## src/rtl/phase1_stage_sequencer.sv

```systemverilog
// Phase-1 puzzle chain controller: enables one puzzle stage at a time, reacts
// to the active stage's clear/fail pulses, and tracks lives and the countdown
// timer. The phase ends in DONE (all stages cleared) or OVER (out of lives or
// time). Every (re)enable of a stage is preceded by at least one enable-low
// cycle, so each puzzle sees a rising enable edge and latches a new target.
module phase1_stage_sequencer #(
   parameter int NUM_PUZZLES  = 3,
   parameter int MAX_LIVES    = 3,
   parameter int TIME_LIMIT   = 90,
   parameter int TICK_DIV     = 50000000,
   parameter int PENALTY      = 10,
   parameter int FLASH_CYCLES = 25000000
) (
   input  logic                   clk,
   input  logic                   rst_n,
   input  logic                   start,
   input  logic [NUM_PUZZLES-1:0] puzzle_clear,
   input  logic [NUM_PUZZLES-1:0] puzzle_fail,
   output logic [NUM_PUZZLES-1:0] puzzle_en,
   output logic [2:0]             stage_idx,
   output logic [3:0]             lives_left,
   output logic [7:0]             time_left,
   output logic                   fail_flash,
   output logic                   phase_clear,
   output logic                   game_over
);

   localparam int PW = $clog2(TICK_DIV);
   localparam int FW = $clog2(FLASH_CYCLES + 1);

   localparam logic [PW-1:0] TICK_LAST  = PW'(TICK_DIV - 1);
   localparam logic [FW-1:0] FLASH_LAST = FW'(FLASH_CYCLES - 1);
   localparam logic [2:0]    LAST_STAGE = 3'(NUM_PUZZLES - 1);
   localparam logic [3:0]    LIVES_INIT = 4'(MAX_LIVES);
   localparam logic [7:0]    TIME_INIT  = 8'(TIME_LIMIT);

   typedef enum logic [2:0] {
      IDLE,
      ARM,
      PLAY,
      FLASH,
      DONE,
      OVER
   } state_t;

   state_t        state;
   logic [PW-1:0] presc;
   logic [FW-1:0] flash_cnt;

   logic          sel_clear;
   logic          sel_fail;
   logic          tick;
   logic [7:0]    time_tick;
   logic [7:0]    time_pen;
   logic [3:0]    lives_dec;

   // Saturating subtraction of the fail penalty from the remaining time.
   function automatic logic [7:0] sat_sub_time(input logic [7:0] t, input int unsigned p);
      if (32'(t) <= p) begin
         return 8'd0;
      end
      return t - 8'(p);
   endfunction

   // One-hot enable pattern for a stage index.
   function automatic logic [NUM_PUZZLES-1:0] stage_onehot(input logic [2:0] idx);
      logic [NUM_PUZZLES-1:0] v;
      v = '0;
      for (int i = 0; i < NUM_PUZZLES; i++) begin
         if (idx == 3'(i)) begin
            v[i] = 1'b1;
         end
      end
      return v;
   endfunction

   // Select the active stage's pulses and precompute timer/lives updates.
   // A tick that coincides with a fail is applied before the penalty.
   always_comb begin
      sel_clear = 1'b0;
      sel_fail  = 1'b0;
      for (int i = 0; i < NUM_PUZZLES; i++) begin
         if (stage_idx == 3'(i)) begin
            sel_clear = puzzle_clear[i];
            sel_fail  = puzzle_fail[i];
         end
      end
      tick      = (state == PLAY) && (presc == TICK_LAST);
      time_tick = tick ? (time_left - 8'd1) : time_left;
      time_pen  = sat_sub_time(time_tick, PENALTY);
      lives_dec = lives_left - 4'd1;
   end

   // Sequencer FSM with registered outputs, prescaler and flash counter.
   always_ff @(posedge clk or negedge rst_n) begin
      if (!rst_n) begin
         state       <= IDLE;
         puzzle_en   <= '0;
         stage_idx   <= 3'd0;
         lives_left  <= LIVES_INIT;
         time_left   <= TIME_INIT;
         fail_flash  <= 1'b0;
         phase_clear <= 1'b0;
         game_over   <= 1'b0;
         presc       <= '0;
         flash_cnt   <= '0;
      end else begin
         case (state)
            IDLE, DONE, OVER: begin
               if (start) begin
                  stage_idx   <= 3'd0;
                  lives_left  <= LIVES_INIT;
                  time_left   <= TIME_INIT;
                  presc       <= '0;
                  phase_clear <= 1'b0;
                  game_over   <= 1'b0;
                  puzzle_en   <= '0;
                  state       <= ARM;
               end
            end

            ARM: begin
               puzzle_en <= stage_onehot(stage_idx);
               state     <= PLAY;
            end

            PLAY: begin
               presc     <= tick ? '0 : presc + 1'b1;
               time_left <= time_tick;
               if (sel_clear) begin
                  puzzle_en <= '0;
                  if (stage_idx == LAST_STAGE) begin
                     phase_clear <= 1'b1;
                     state       <= DONE;
                  end else begin
                     stage_idx <= stage_idx + 3'd1;
                     state     <= ARM;
                  end
               end else if (sel_fail) begin
                  puzzle_en  <= '0;
                  lives_left <= lives_dec;
                  time_left  <= time_pen;
                  if ((lives_dec == 4'd0) || (time_pen == 8'd0)) begin
                     game_over <= 1'b1;
                     state     <= OVER;
                  end else begin
                     fail_flash <= 1'b1;
                     flash_cnt  <= '0;
                     state      <= FLASH;
                  end
               end else if (tick && (time_tick == 8'd0)) begin
                  puzzle_en <= '0;
                  game_over <= 1'b1;
                  state     <= OVER;
               end
            end

            FLASH: begin
               if (flash_cnt == FLASH_LAST) begin
                  fail_flash <= 1'b0;
                  state      <= ARM;
               end else begin
                  flash_cnt <= flash_cnt + 1'b1;
               end
            end

            default: begin
               state <= IDLE;
            end
         endcase
      end
   end

endmodule
```

## config.mk

```make
export PLATFORM = sky130hd
export DESIGN_NAME = phase1_stage_sequencer
export DESIGN_NICKNAME = d
export VERILOG_FILES = /design/src/rtl/phase1_stage_sequencer.sv
export SDC_FILE = /design/constraint.sdc
export NUM_CORES = 1
export LEC_CHECK = 0
export CAP_MARGIN = 20
export CORE_UTILIZATION = 55
export CTS_BUF_LIST = sky130_fd_sc_hd__clkbuf_8
export DETAILED_ROUTE_END_ITERATION = 12
export PLACE_DENSITY = 0.81
export SLEW_MARGIN = 25
export SYNTH_ARGS = -nofsm -noshare
export SYNTH_HDL_FRONTEND = slang
export SYNTH_SLANG_ARGS = --single-unit
```

## constraint.sdc

```tcl
create_clock -name clk -period 5.6 [get_ports clk]
set_input_delay 1.12 -clock clk [delete_from_list [all_inputs] [get_ports clk]]
set_output_delay 1.12 -clock clk [all_outputs]
set_load 0.05 [all_outputs]
```

Yosys cells after proc, flatten, opt, wreduce, memory -nomap -nowiden
Cells that the tools add are included.
{"block": "word_totals", "register_bits": 75, "latchBits": 0, "ramBits": 0, "mem_bits_ro": 0, "inputBits": 9, "mem_count": 0}
{"block": "classes", "addsub": 6, "mul": 0, "div_mod_pow": 0, "n_lt_le_gt_ge": 1, "eq_ne": 21, "n_shift": 0, "muxes": 59, "n_bitwise": 0, "n_reduce_logical": 21}
{"op": "$mux 25", "n": 4}
{"op": "$mux 26", "n": 2}
{"op": "$pmux 26 s2", "n": 1}
{"op": "$pmux 25 s2", "n": 1}
{"op": "$mux 8", "n": 6}
{"op": "$mux 3", "n": 13}
{"op": "$add 26x1->26 const B", "n": 1}
{"op": "$eq 26x26->1 const B", "n": 1}
{"op": "$add 25x1->25 const B", "n": 1}
{"op": "$eq 25x25->1 const B", "n": 1}
{"op": "$mux 1", "n": 21}
{"op": "$logic_not 8->1", "n": 2}
{"op": "$ne 2x2->1 const B", "n": 8}
{"op": "$pmux 8 s2", "n": 1}
{"op": "$reduce_and 5->1", "n": 3}
{"op": "$mux 4", "n": 3}
{"op": "$pmux 3 s4", "n": 1}
{"op": "$reduce_and 4->1", "n": 3}
{"op": "$eq 3x2->1 const B", "n": 3}
{"op": "$pmux 3 s3", "n": 1}
{"op": "$le 8x4->1 const B", "n": 1}
{"op": "$pmux 4 s2", "n": 1}
{"op": "$sub 8x1->8 const B", "n": 1}
{"op": "$sub 8x4->8 const B", "n": 1}
{"op": "18 further kinds", "n": 27}

Logic depth before layout (Yosys ltp)
{"block": "depth", "ltp_word": 12, "ltp_mapped": 17}

Least setup slack after synthesis
Ideal clock, no wire load.
{"block": "synth_timing", "path_kind": "flip-flop to flip-flop", "start": "register presc[16]", "end": "register state[1]", "setup_time_ns": 0.131, "t_arrival_ns": 3.599, "setup_slack_ns": 1.869, "stages_incl_launch_ff": 15, "path_cell_list": "dfrtp_1 -> nor4bb_1 -> nand4_1 -> nor4_1 -> nand2_1 -> xor2_1 -> ha_1 -> inv_1 -> o21ai_0 -> a41oi_1 -> a211oi_1 -> xnor2_1 -> nor4_4 -> a21oi_2 -> or3_1"}
{"block": "synth_via", "elab_chain_cells": 12}
{"element": "start, declared", "line_no": "47", "rtl": "logic [PW-1:0] presc;"}
{"element": "start signal, assigned", "line_no": "128", "rtl": "presc <= tick ? '0 : presc + 1'b1;"}
{"element": "$eq 26x26->1 *", "line_no": "88", "rtl": "tick = (state == PLAY) && (presc == TICK_LAST);"}
{"element": "$logic_and 1x1->1 *", "line_no": "88"}
{"element": "$mux 8", "line_no": "89", "rtl": "time_tick = tick ? (time_left - 8'd1) : time_left;"}
{"element": "$le 8x4->1", "line_no": "59", "rtl": "if (32'(t) <= p) begin"}
{"element": "$mux 1", "line_no": "59"}
{"element": "$mux 8", "line_no": "62", "rtl": "return t - 8'(p);"}
{"element": "$logic_not 8->1", "line_no": "143", "rtl": "if ((lives_dec == 4'd0) || (time_pen == 8'd0)) begin"}
{"element": "$logic_or 1x1->1", "line_no": "143"}
{"element": "$mux 3", "line_no": "143"}
{"element": "$mux 3", "line_no": "139", "rtl": "end else if (sel_fail) begin"}
{"element": "$mux 3", "line_no": "130", "rtl": "if (sel_clear) begin"}
{"element": "$pmux 3 s4", "line_no": "108", "rtl": "case (state)"}
{"element": "end signal, assigned", "line_no": "134", "rtl": "state <= DONE;"}
{"element": "end signal, assigned", "line_no": "137", "rtl": "state <= ARM;"}
{"element": "end signal, assigned", "line_no": "145", "rtl": "state <= OVER;"}
{"element": "end, declared", "line_no": "46", "rtl": "state_t state;"}
Mark *: on every way between the ends. The rest lies on a longest branch, timed or not.
A chain may end at the register's enable or synchronous reset.

Worst setup path in the final report
{"block": "layout_timing", "start": "register presc[8]", "end": "register state[1]"}
The elaborated chain is that of the path after synthesis.

==> metrics <==
final count of negative-setup-slack endpoints=0; worst hold slack across all endpoints=0.486 ns; Starting Density=0.568; total power=2.39 mW; horizontal extent of the die=94.4 um; number of antenna repair diodes=0; netlist area before placement=0.00469 sq mm; vias in the first global route=3931; layout cell share with drive strength beyond 1=0.0842; all-layer global routing usage=0.262; CP arrival=4.72 ns; proportion of power drawn by combinational gates=0.465; die extent in y=94.4 um; Post-CTS Resized=0; Synth Warn #=0; last weighted congestion value of the routability-driven placer=0.960; clk buf depth=2; Worst setup EP type=register; Worst path top cell family by delay=simple AND/OR/NAND/NOR gates; Stages on worst setup path=15; list of most frequent post-synthesis cells=73 x sky130_fd_sc_hd__nand2_1, 69 x sky130_fd_sc_hd__dfrtp_1, 52 x sky130_fd_sc_hd__nor2_1, 52 x sky130_fd_sc_hd__o21ai_0, 29 x sky130_fd_sc_hd__nand3_1; root buffer cell=sky130_fd_sc_hd__clkbuf_8; library cell with the largest summed area after synthesis=sky130_fd_sc_hd__dfrtp_1; total grt overflow=0; pre-CTS setup slack=1.16 ns; row count=33; EDFF count, synth=0; required time of the critical path=5.82 ns; top-level I/O count=30; cell occurring most often along the worst timing path=sky130_fd_sc_hd__nor4_1; clock latency on the worst-skew pair=0.36 ns; area enclosed by the die boundary=0.00891 sq mm; worst path buffer plus inverter count=2; start-to-end type of the worst setup path=register to register; final worst setup slack=1.10 ns; post-detailed-route count of antenna-violating nets=0; Seq cells post-synth=75; first-pass GRT wire length=18300 um; setup repair after global routing missed its margin=no; clock sinks=75; antenna violations before repair=0; CP endpoint=state[1]; number of buffers inserted by post-CTS setup repair=0; Max Transition Viols Final=0; launching element of the worst setup path=presc[8]; sum of negative setup slack=0 ns; worst-path fanout max=27; critical path's largest stage delay=0.57 ns; CORE AREA=0.00826 sq mm; gate count of the mapped netlist=545; count of distinct cell types in the synthesized netlist=65; internal cell power=1.27 mW; clock slew at the register clock pins of the worst setup and hold paths=0.09 ns; hold buffer count at CTS=0; sequence of cells on the critical path=nor4_1, nand4_1, nor4_1, nand2_1, xor2_1, ha_1, inv_1, o21ai_0, a41oi_1, a211oi_1, xnor2_1, nor4_4, a21oi_2, buf_4, or3_1; slew at the pin with the worst max-slew slack=0.916 ns; # port buffers=29; signed area change from the synthesized netlist to the final layout=11.7%; sequential power share=0.353; relative contribution of the clock network to total power=0.182; most numerous cell in the Yosys netlist=sky130_fd_sc_hd__nand2_1; clock period minus worst slack=4.50 ns; switching pwr=1.13 mW; prevailing post-synth register cell=sky130_fd_sc_hd__dfrtp_1; count of vias placed by the detailed router=4196; clock tree from TritonCTS=built; worst-case clock skew=0.0170 ns; CTS H-Tree Depth=3; R2R Path Start=presc[8]; layout net count=584; drt total wl=10900 um; part of the Yosys area used for sequential elements=0.401; outcome=finished, final reports clean; drt via density=6.22; VDD IR-drop max=0.186 mV; proportion of netlist area held by the largest area contributor=0.368; normalized max-slew margin=0.387; Worst Reg2Reg Path Length in Cells=15; final worst-path cycle share=0.804; Hold Vio Cnt, Final=0; average detailed-routed wire length per instance=16.2 um; Post-Syn Nets=564; clock buffer count from CTS=9; fraction of registers with async set or reset after synthesis=1.00; Max-Cap Viols=0; detailed placer's ending HPWL=7610 um; Hold Crit Depth=1; number of design rule violations left after detail routing=0; pin count of the biggest net entering global routing=76; Syn Area/Cell=8.61 sq um; leakage component of the power=2.07 nW; switching part of the total power=0.470; Detailed Routing Iterations Pass 1=5; worst-path cell with the longest stage delay=sky130_fd_sc_hd__nand4_1; launching element type of the critical path=register; initial drt markers=302; Max Fclk=222 MHz; Worst Hold Class=register to register; register-to-register setup slack=1.10 ns; Cell Pwr Density=457 mW/mm^2; worst r2r dst=state[1]; ranking of synthesized cells by area=sky130_fd_sc_hd__dfrtp_1 37%, sky130_fd_sc_hd__nand2_1 5.8%, sky130_fd_sc_hd__o21ai_0 5.5%
[cell type report]
type | instances | area (sq um)
clock buffers | 9 | 124
clock inverters | 7 | 82.6
fillers | 688 | 3020
inverters | 15 | 56.3
multi-input cells | 432 | 2650
flip-flops and latches | 75 | 1880
well taps | 105 | 131
repair buffers | 32 | 314
[layer usage]
metal	global-route usage	vias up	routed length (um)	share of wire
met5	0	-	0	0
met4	0.0769	0	115	0.011
met3	0.0507	13	509	0.047
met2	0.442	139	5340	0.49
met1	0.342	2034	4950	0.45
li1	-	2010	-	-
[state kept, by name, summed over array words and instances (netlist names), 3 cells and up]
name and count:
time_left 8, puzzle_en 3, lives_left 4, flash_cnt 25
stage_idx 3, state 3, presc 26
[layout by cell type (no fill, tap or decap), types with 4 or more instances in the layout]
master	Yosys	final
sky130_fd_sc_hd__a21oi_1	17	17
sky130_fd_sc_hd__a22o_1	6	6
sky130_fd_sc_hd__a31oi_1	12	12
sky130_fd_sc_hd__and2_1	6	6
sky130_fd_sc_hd__and3_1	11	11
sky130_fd_sc_hd__and4_1	5	5
sky130_fd_sc_hd__clkbuf_8	0	9
sky130_fd_sc_hd__clkdlybuf4s50_1	0	28
sky130_fd_sc_hd__dfrtp_1	69	69
sky130_fd_sc_hd__dfstp_2	6	6
sky130_fd_sc_hd__ha_1	10	10
sky130_fd_sc_hd__inv_1	15	15
sky130_fd_sc_hd__nand2_1	73	73
sky130_fd_sc_hd__nand2b_1	4	4
sky130_fd_sc_hd__nand3_1	29	29
sky130_fd_sc_hd__nand4_1	11	11
sky130_fd_sc_hd__nor2_1	52	51
sky130_fd_sc_hd__nor2b_1	4	4
sky130_fd_sc_hd__nor3_1	21	21
sky130_fd_sc_hd__nor4_1	4	4
sky130_fd_sc_hd__o211ai_1	5	5
sky130_fd_sc_hd__o21a_1	4	4
sky130_fd_sc_hd__o21ai_0	52	52
sky130_fd_sc_hd__o31ai_1	7	7
sky130_fd_sc_hd__or2_2	4	4
sky130_fd_sc_hd__or3_1	7	7
sky130_fd_sc_hd__xnor2_1	23	23
sky130_fd_sc_hd__xor2_1	14	14
[worst reg2reg max path, delay by kind of cell (launching register included)]
family | cells | cell delay [ns]
buffers and inverters | 2 | 0.33
and+or+nand+nor | 6 | 2.20
AOI/OAI and AO/OA | 4 | 0.78
adders and majority gates | 1 | 0.30
xor gates and xnor gates | 2 | 0.33
DFF | 1 | 0.44
[cells by family after synthesis]
logic type	synth area share
compound gates	0.189
fa+ha+maj	0.0267
mux	0.00640
simple gates	0.269
buf+inv	0.0346
flops	0.401
xor+xnor	0.0725
[power groups by stage]
| stage | Combinational (mW) | Clock (mW) | Sequential [mW] |
|---|---|---|---|
| floorplan | 0.713 | 0 | 0.932 |
| global placement | 1.06 | 0 | 0.843 |
| detailed placement | 1.09 | 0 | 0.851 |
| CTS | 1.10 | 0.447 | 0.840 |
| global route | 1.22 | 0.475 | 0.865 |
| finish | 1.11 | 0.436 | 0.845 |
[how the worst min path moves through the flow]
stage,start,to
after floorplan,presc[25],presc[25]
after global placement,presc[15],presc[15]
after detailed placement,presc[15],presc[15]
after CTS,presc[15],presc[15]
after global routing,presc[15],presc[15]
final,presc[15],presc[15]
[stage by stage]
| step | instances | utilization | instance area [sq um] |
|---|---|---|---|
| global placement | 659 | 0.609 | 5030 |
| detailed placement | 659 | 0.609 | 5030 |
| global route | 675 | 0.635 | 5240 |
| CTS | 675 | 0.634 | 5240 |
| floorplan | 545 | - | 4690 |
| finish | 675 | 0.635 | 5240 |
No activity file was read; power rests on OpenSTA's default activity.
